File: src/rtl/cajero_param.sv
// Parametrised ATM transaction controller: card intake, positional PIN check with lockout,
// and withdrawal/deposit session against a registered balance. Optional macro: CAJERO_LIMITE_EN.
module cajero_param #(
   parameter int PIN_DIGITS    = 4,
   parameter int MONTO_W       = 16,
   parameter int BAL_W         = 64,
   parameter int MAX_INTENTOS  = 3,
   parameter int COMISION_VAL  = 1,
   parameter int BAL_INIT      = 15,
   parameter int LIMITE_RETIRO = 1000
) (
   input  logic                    clk,
   input  logic                    reset,
   input  logic                    TARJETA_RECIBIDA,
   input  logic                    TIPO_DE_TARJETA,
   input  logic [4*PIN_DIGITS-1:0] PIN,
   input  logic [3:0]              DIGITO,
   input  logic                    DIGITO_STB,
   input  logic                    TIPO_TRANS,
   input  logic [MONTO_W-1:0]      MONTO,
   input  logic                    MONTO_STB,
   output logic                    PIN_INCORRECTO,
   output logic                    ADVERTENCIA,
   output logic                    BLOQUEO,
   output logic                    ENTREGAR_DINERO,
   output logic                    BALANCE_ACTUALIZADO,
   output logic                    FONDOS_INSUFICIENTES,
   output logic                    COMISION,
   output logic                    LIMITE_EXCEDIDO,
   output logic [BAL_W-1:0]        BALANCE
);
   localparam int CNT_W  = $clog2(PIN_DIGITS + 1);
   localparam int FAIL_W = $clog2(MAX_INTENTOS + 1);
   localparam logic [BAL_W-1:0]  BAL_RST    = BAL_W'(BAL_INIT);
   localparam logic [BAL_W-1:0]  FEE        = BAL_W'(COMISION_VAL);
   localparam logic [FAIL_W-1:0] FAIL_AVISO = FAIL_W'(MAX_INTENTOS - 1);
   localparam logic [FAIL_W-1:0] FAIL_MAX   = FAIL_W'(MAX_INTENTOS);
   localparam logic [CNT_W-1:0]  CNT_LAST   = CNT_W'(PIN_DIGITS - 1);

   typedef enum logic [2:0] {
      ESPERA      = 3'd0,
      INGRESO_PIN = 3'd1,
      VERIFICA    = 3'd2,
      SESION      = 3'd3,
      BLOQUEADO   = 3'd4
   } estado_t;

   estado_t             state_r, state_s;
   logic [CNT_W-1:0]    dig_cnt_r, dig_cnt_s;
   logic                mism_r, mism_s;
   logic [FAIL_W-1:0]   fails_r, fails_s;
   logic                com_r, com_s;
   logic [BAL_W-1:0]    bal_r, bal_s;
   logic                pi_r, pi_s, ent_r, ent_s, act_r, act_s, fon_r, fon_s, lim_r, lim_s;
   logic                adv_r, blq_r;
   logic [4*PIN_DIGITS-1:0] pin_sh_s;
   logic [3:0]          nib_s;
   logic [BAL_W-1:0]    cost_s;
   logic [BAL_W:0]      dep_s;
`ifdef CAJERO_LIMITE_EN
   logic [MONTO_W:0]    acum_r, acum_s;
   logic [MONTO_W+1:0]  lim_sum_s;
`endif

   // Expected nibble: first digit entered is the most significant nibble of PIN.
   always_comb begin
      pin_sh_s = PIN << {dig_cnt_r, 2'b00};
      nib_s    = pin_sh_s[4*PIN_DIGITS-1 -: 4];
      cost_s   = BAL_W'(MONTO) + (com_r ? FEE : {BAL_W{1'b0}});
      dep_s    = {1'b0, bal_r} + (BAL_W + 1)'(MONTO);
`ifdef CAJERO_LIMITE_EN
      lim_sum_s = (MONTO_W + 2)'(acum_r) + (MONTO_W + 2)'(MONTO);
`endif
   end

   // Next-state and response logic.
   always_comb begin
      state_s   = state_r;
      dig_cnt_s = dig_cnt_r;
      mism_s    = mism_r;
      fails_s   = fails_r;
      com_s     = com_r;
      bal_s     = bal_r;
      pi_s      = 1'b0;
      ent_s     = 1'b0;
      act_s     = 1'b0;
      fon_s     = 1'b0;
      lim_s     = 1'b0;
`ifdef CAJERO_LIMITE_EN
      acum_s    = acum_r;
`endif
      case (state_r)
         ESPERA: begin
            if (TARJETA_RECIBIDA) begin
               state_s   = INGRESO_PIN;
               com_s     = TIPO_DE_TARJETA;
               dig_cnt_s = {CNT_W{1'b0}};
               mism_s    = 1'b0;
            end else begin
               com_s = 1'b0;
            end
         end
         INGRESO_PIN, VERIFICA, SESION: begin
            if (!TARJETA_RECIBIDA) begin
               // Card pulled: abandon partial work, keep the fail count.
               state_s   = ESPERA;
               dig_cnt_s = {CNT_W{1'b0}};
               mism_s    = 1'b0;
               com_s     = 1'b0;
            end else if (state_r == INGRESO_PIN) begin
               if (DIGITO_STB) begin
                  mism_s    = mism_r | (DIGITO != nib_s);
                  dig_cnt_s = dig_cnt_r + CNT_W'(1);
                  state_s   = (dig_cnt_r == CNT_LAST) ? VERIFICA : INGRESO_PIN;
               end else begin
                  state_s = INGRESO_PIN;
               end
            end else if (state_r == VERIFICA) begin
               dig_cnt_s = {CNT_W{1'b0}};
               mism_s    = 1'b0;
               if (!mism_r) begin
                  fails_s = {FAIL_W{1'b0}};
                  state_s = SESION;
`ifdef CAJERO_LIMITE_EN
                  acum_s  = {(MONTO_W + 1){1'b0}};
`endif
               end else begin
                  pi_s    = 1'b1;
                  fails_s = fails_r + FAIL_W'(1);
                  state_s = (fails_r == FAIL_AVISO) ? BLOQUEADO : INGRESO_PIN;
               end
            end else if (MONTO_STB) begin
               if (TIPO_TRANS) begin
`ifdef CAJERO_LIMITE_EN
                  if (lim_sum_s > (MONTO_W + 2)'(LIMITE_RETIRO)) begin
                     lim_s = 1'b1;
                  end else if (cost_s <= bal_r) begin
                     bal_s  = bal_r - cost_s;
                     ent_s  = 1'b1;
                     act_s  = 1'b1;
                     acum_s = lim_sum_s[MONTO_W:0];
                  end else begin
                     fon_s = 1'b1;
                  end
`else
                  if (cost_s <= bal_r) begin
                     bal_s = bal_r - cost_s;
                     ent_s = 1'b1;
                     act_s = 1'b1;
                  end else begin
                     fon_s = 1'b1;
                  end
`endif
               end else begin
                  bal_s = dep_s[BAL_W] ? {BAL_W{1'b1}} : dep_s[BAL_W-1:0];
                  act_s = 1'b1;
               end
            end else begin
               state_s = SESION;
            end
         end
         BLOQUEADO: begin
            state_s = BLOQUEADO;
         end
         default: begin
            state_s = ESPERA;
         end
      endcase
   end

   // State, balance and registered outputs.
   always_ff @(posedge clk or posedge reset) begin
      if (reset) begin
         state_r   <= ESPERA;
         dig_cnt_r <= {CNT_W{1'b0}};
         mism_r    <= 1'b0;
         fails_r   <= {FAIL_W{1'b0}};
         com_r     <= 1'b0;
         bal_r     <= BAL_RST;
         pi_r      <= 1'b0;
         ent_r     <= 1'b0;
         act_r     <= 1'b0;
         fon_r     <= 1'b0;
         lim_r     <= 1'b0;
         adv_r     <= 1'b0;
         blq_r     <= 1'b0;
`ifdef CAJERO_LIMITE_EN
         acum_r    <= {(MONTO_W + 1){1'b0}};
`endif
      end else begin
         state_r   <= state_s;
         dig_cnt_r <= dig_cnt_s;
         mism_r    <= mism_s;
         fails_r   <= fails_s;
         com_r     <= com_s;
         bal_r     <= bal_s;
         pi_r      <= pi_s;
         ent_r     <= ent_s;
         act_r     <= act_s;
         fon_r     <= fon_s;
         lim_r     <= lim_s;
         adv_r     <= (fails_s == FAIL_AVISO) && (state_s != BLOQUEADO);
         blq_r     <= (state_s == BLOQUEADO);
`ifdef CAJERO_LIMITE_EN
         acum_r    <= acum_s;
`endif
      end
   end

   assign PIN_INCORRECTO       = pi_r;
   assign ADVERTENCIA          = adv_r;
   assign BLOQUEO              = blq_r;
   assign ENTREGAR_DINERO      = ent_r;
   assign BALANCE_ACTUALIZADO  = act_r;
   assign FONDOS_INSUFICIENTES = fon_r;
   assign COMISION             = com_r;
   assign LIMITE_EXCEDIDO      = lim_r;
   assign BALANCE              = bal_r;
endmodule

File: config.mk
export PLATFORM = sky130hd
export DESIGN_NAME = cajero_param
export DESIGN_NICKNAME = d
export VERILOG_FILES = /design/src/rtl/cajero_param.sv
export SDC_FILE = /design/constraint.sdc
export NUM_CORES = 1
export LEC_CHECK = 0
export ABC_AREA = 1
export CORE_MARGIN = 5
export CORE_UTILIZATION = 55
export CTS_CLUSTER_DIAMETER = 120
export DETAILED_ROUTE_END_ITERATION = 7
export PLACE_DENSITY = 0.75
export SLEW_MARGIN = 40
export SYNTH_ARGS = -nofsm -noshare
export SYNTH_HDL_FRONTEND = slang
export SYNTH_SLANG_ARGS = --single-unit
File: constraint.sdc
create_clock -name clk -period 5.5 [get_ports clk]
set_clock_uncertainty 0.1 [all_clocks]
set_input_delay 1.375 -clock clk [delete_from_list [all_inputs] [get_ports clk]]
set_output_delay 1.375 -clock clk [all_outputs]
set_load 0.05 [all_outputs]
# == Yosys cells after proc, flatten, opt, wreduce, memory -nomap -nowiden ==
# Index checks and enable logic that the tools add are counted.
# word_totals
reg_bits,80
inputBits,43
word_cells,103
# classes
addsub,5
order_cmp,1
n_eq_ne,15
n_shift,1
muxes,59
bitwise_logic,3
n_reduce_logical,7
# op_table
op,n
two-way mux 64 bit,3
adder 64 x 16 -> 65 bit,1
less-or-equal comparator 17 x 64 -> 1 bit,1
subtractor 64 x 17 -> 64 bit,1
two-way mux 3 bit,12
two-way mux 1 bit,33
adder 16 x 1 -> 17 bit,1
<< shifter 16 x 5 -> 16 bit,1
two-way mux 2 bit,7
equality test 3 x 2 -> 1 bit (second input constant),3
one-hot mux 3 bit (3 select lines),1
!= test 4 bit (second input constant),2
equality test 3 bit (second input constant),2
one-hot mux 3 bit (2 select lines),1
AND reduction 6 bit,1
equality test 2 bit (second input constant),2
!= test 2 bit (second input constant),2
!= test 4 bit,1
one-hot mux 1 bit (2 select lines),2
AND reduction 4 bit,1
adder 3 x 1 -> 3 bit (second input constant),1
equality test 3 x 1 -> 1 bit (second input constant),1
logical NOT 3 bit,1
!= test 3 bit (second input constant),1
8 further kinds,9

# == Logic depth before layout (Yosys ltp) ==
# depth
depth_word,10
ltp_mapped,25

# == Worst setup path before layout ==
# No wires, ideal clock.
# synth_path
kind,input port to flip-flop
start,input MONTO[0]
end,"register bal_r[58], in the netlist BALANCE[58]"
setup_ns,0.118
t_arrival_ns,4.243
required_ns,5.282
setup_slack_ns,1.038
path_stages,24
cell_sequence,ha_1 -> nand3_1 -> nor3_1 -> nand3_1 -> nor3_2 -> nand2_1 -> nor3_1 -> nand3_1 -> xor2_1 -> ha_1 -> nand2_1 -> inv_1 -> nand2_1 -> nand2_1 -> a21oi_1 -> nand2_2 -> nand2_2 -> nand3_2 -> nand2_4 -> inv_2 -> buf_6 -> buf_6 -> nand2_1 -> nand2_1
# synth_via
elab_chain_cells,4
word_cells_on_any_way,9
classes_between,3 x add/sub; 1 x order compare; 1 x eq/ne; 3 x mux; 1 x reduce/logical
# synth_lines
item,line_no,text
"start, declared",20,"input logic [MONTO_W-1:0] MONTO,"
adder 16 x 1 -> 17 bit,69,cost_s = BAL_W'(MONTO) + (com_r ? FEE : {BAL_W{1'b0}});
less-or-equal comparator 17 x 64 -> 1 bit / subtractor 64 x 17 -> 64 bit (equally long branches),"146, 147",
!= test 2 x 1 -> 1 bit (no line) / two-way mux 64 bit (equally long branches),-,
AND reduction 6 bit (no line) / two-way mux 64 bit (equally long branches),-,
"end signal, assigned",196,bal_r <= bal_s;
"end, declared",53,"logic [BAL_W-1:0] bal_r, bal_s;"
# Parallel ways exist; a longest one is shown, timed or not. The select of a mux whose other input is x is not followed.
# A chain may end at the register's enable or synchronous reset.

# == Worst setup path in the final report ==
# layout_path
start,input MONTO[0]
end,"register bal_r[41], in the netlist BALANCE[41]"
# Same word-level chain as after synthesis.

==> out/metrics.csv <==
stage,metric,value,unit
layout,finalNonFillerCells,2353,
routing,postRouteAntennaNets,0,
timing,fmax,195,MHz
critical_path,crit_top_cell,nand2_1,
clock_network,cts_buffer_depth,2,
clock_network,htree_levels,3,
worst_hold_path,hp-class,flip-flop to flip-flop,
layout,fin_nets,2166,
floorplanning,die_h,149,um
critical_path,crit_slowest_cell,clkdlybuf4s50_1,
synth,ys_types,44,
synth,synth_area,10700,sq um
grt,antenna_found_initial,0,
layout,final_common_cell,nand2_1,
synth,seq_area_frac_synth,18.8,%
floorplanning,coreArea,19300,sq um
place,globalplace.congestion,1.04,
critical_path,criticalPathCategory,input pin to flip-flop,
critical_path,crit_fanout,43,
timing,final_max_slew_viol_count,0,
timing,tightest_slew,0.780,ns
layout,final_cell_area,12400,sq um
place,place_area,12000,sq um
timing,setup_viol,0,
synth,asyncSetResetFlopFracSynth,100,%
critical_path,start_kind,input pin,
floorplanning,boundaryPins,115,
routing,first_pass_iters,6,
clock_network,hold_buffers,0,
power_and_ir_drop,p_leak,6.62,nW
clock_network,clk_latency,0.37,ns
floorplanning,rows,51,
routing,wl_per_cell,18.1,um
routing,dr_total_vias,13300,
floorplanning,initial_core_util,55.4,%
job,cap_violations,0,
layout,drive_above_1_share,4.89,%
timing,hold_violations,0,
critical_path,cp.arrival,5.30,ns
place,dp_hpwl,33900,um
floorplanning,fp.dieW,149,um
layout,final_cell_mix,"nand2_1 (805), inv_1 (265), nor2_1 (225), nand3_1 (209), clkdlybuf4s50_1 (112)",
grt,grt_pass1_wl,66400,um
critical_path,cpPeakStageDelay,0.49,ns
place,numPortBuffers,113,
timing,period_share,93.5,%
timing,holdWs,0.397,ns
timing,relSlewSlack,48.0,%
synth,synthFlopType,dfrtp_1,
place,place_inst,2337,
power_and_ir_drop,peakVddDrop,0.000204,V
grt,overflow,0,
routing,dr.first_iter.drc_count,1626,
layout,fillers,1945,
routing,wl,42700,um
synth,synth_edf_count,0,
synth,synth_nets,2075,
critical_path,crit_path_end_kind,flip-flop,
floorplanning,dieArea,22300,sq um
grt,grt_max_degree,55,
power_and_ir_drop,power_density,443,nW/um^2
synth,synth_cells,1992,
grt,grt_pass1_vias,12000,
layout,antennaDiodeCount,0,
outcome,status,completed,
layout,syn_to_final_growth,15.8,%
timing,rsz0062_at_grt,no,
critical_path,critPathTopFamily,simple AND/OR/NAND/NOR gates,
synth,syn_avg_cell_area,5.36,sq um
clock_network,clk_pin_slew_worst_paths,0.08,ns
clock_network,cts_buffers,9,
synth,ys_seq_elements,80,
routing,drc,0,
routing,vias_per_cell,5.63,
clock_network,clock-sinks,80,
critical_path,cp.required,5.66,ns
synth,yosysWarnings,0,
timing,min_period,5.14,ns
grt,grt_util_all_layers,38.2,%
power_and_ir_drop,total_power,0.00548,W
clock_network,cts_root_buffer,clkbuf_16,
clock_network,cts_tree,done,
critical_path,crit_buf_inv,3,
final cells by class:
| class | instances | area [sq um] | area share (%) |
|---|---|---|---|
| Clock buffer | 9 | 225 | 1.82 |
| Sequential cell | 80 | 2010 | 16.2 |
| Inverter | 277 | 1040 | 8.42 |
| Timing Repair Buffer | 147 | 1410 | 11.4 |
| Clock inverter | 7 | 86.3 | 0.698 |
| Multi-Input combinational cell | 1568 | 7270 | 58.8 |
| Tap cell | 265 | 332 | 2.68 |
flip-flops by register name, indices dropped and copies added, names as in the netlist:
| register | flops |
|---|---|
| BALANCE | 64 |
| dig_cnt_r | 3 |
| state_r | 3 |
| fails_r | 2 |
| ADVERTENCIA | 1 |
| BALANCE_ACTUALIZADO | 1 |
| BLOQUEO | 1 |
| COMISION | 1 |
| ENTREGAR_DINERO | 1 |
| FONDOS_INSUFICIENTES | 1 |
| PIN_INCORRECTO | 1 |
| mism_r | 1 |
logic make-up after synthesis:
family,after synthesis,share of synthesized area [%]
xor gates and xnor gates,51,4.18
other,1,0.0351
and+or+nand+nor,1350,52.7
DFF,80,18.8
AOI/OAI and AO/OA,126,6.20
buffers and inverters,344,13.2
adders and majority gates,40,4.83
final timing paths:
check	from	end	slack [ns]	cells past startpoint
hold / removal	BALANCE[2]$_DFFE_PP1P_	BALANCE[2]$_DFFE_PP1P_	0.40	2
setup / recovery	MONTO[0]	BALANCE[41]$_DFFE_PP0P_	0.36	25
max in group asynchronous	reset	BALANCE[27]$_DFFE_PP0P_	2.86	3
setup reg to reg	COMISION$_DFFE_PP0P_	BALANCE[41]$_DFFE_PP0P_	1.43	24
hold reg to reg	BALANCE[2]$_DFFE_PP1P_	BALANCE[2]$_DFFE_PP1P_	0.40	2
min in group asynchronous	reset	PIN_INCORRECTO$_DFF_PP0_	1.26	2
worst reg2reg max path, delay by kind of cell (launching register included):
kind	cells	cell delay (ns)
adder cells (fa/ha/maj)	3	0.77
buffers and inverters	2	0.34
flip-flops	1	0.40
AND/OR/NAND/NOR	19	2.33
metal layers:
metal	track usage, %	wire [um]
met1	53.6	17600
met2	57.1	17800
met3	10.1	5750
met4	12.5	1560
met5	0	0
metrics by stage:
| step | setup WS [ns] | setup TNS (ns) | util [%] |
|---|---|---|---|
| 2_1_floorplan | 1.04 | 0 | - |
| 3_3_place_gp | 0.0950 | 0 | 62.5 |
| 3_5_place_dp | -0.0149 | -0.0325 | 62.5 |
| 4_1_cts | 0.347 | 0 | 64.1 |
| 5_1_grt | 0.105 | 0 | 64.2 |
| 6_report | 0.359 | 0 | 64.2 |
power by group:
group	internal [W]	total (W)	switching (W)
Sequential	0.000749	0.00114	0.000389
Clock	0.000364	0.000688	0.000324
Combinational	0.00115	0.00365	0.00251
synthesized netlist by cell type (10+ instances only):
library cell / instances / area (sq um)
a21oi_1: 49 / 245
buf_2: 37 / 185
buf_4: 10 / 75.1
dfrtp_1: 76 / 1900
ha_1: 38 / 475
inv_1: 266 / 998
nand2_1: 805 / 3020
nand3_1: 209 / 1050
nand4_1: 45 / 282
nor2_1: 225 / 845
nor2_2: 19 / 119
nor3_1: 24 / 120
o21ai_0: 47 / 235
o21ai_1: 16 / 80.1
xnor2_1: 23 / 201
xor2_1: 28 / 245
timing repair:
item,CTS,global route
endpoints found under the setup margin,0,33
gates resized for setup,0,2
buffers inserted,0,0
Power figures use the tool's default switching activity.
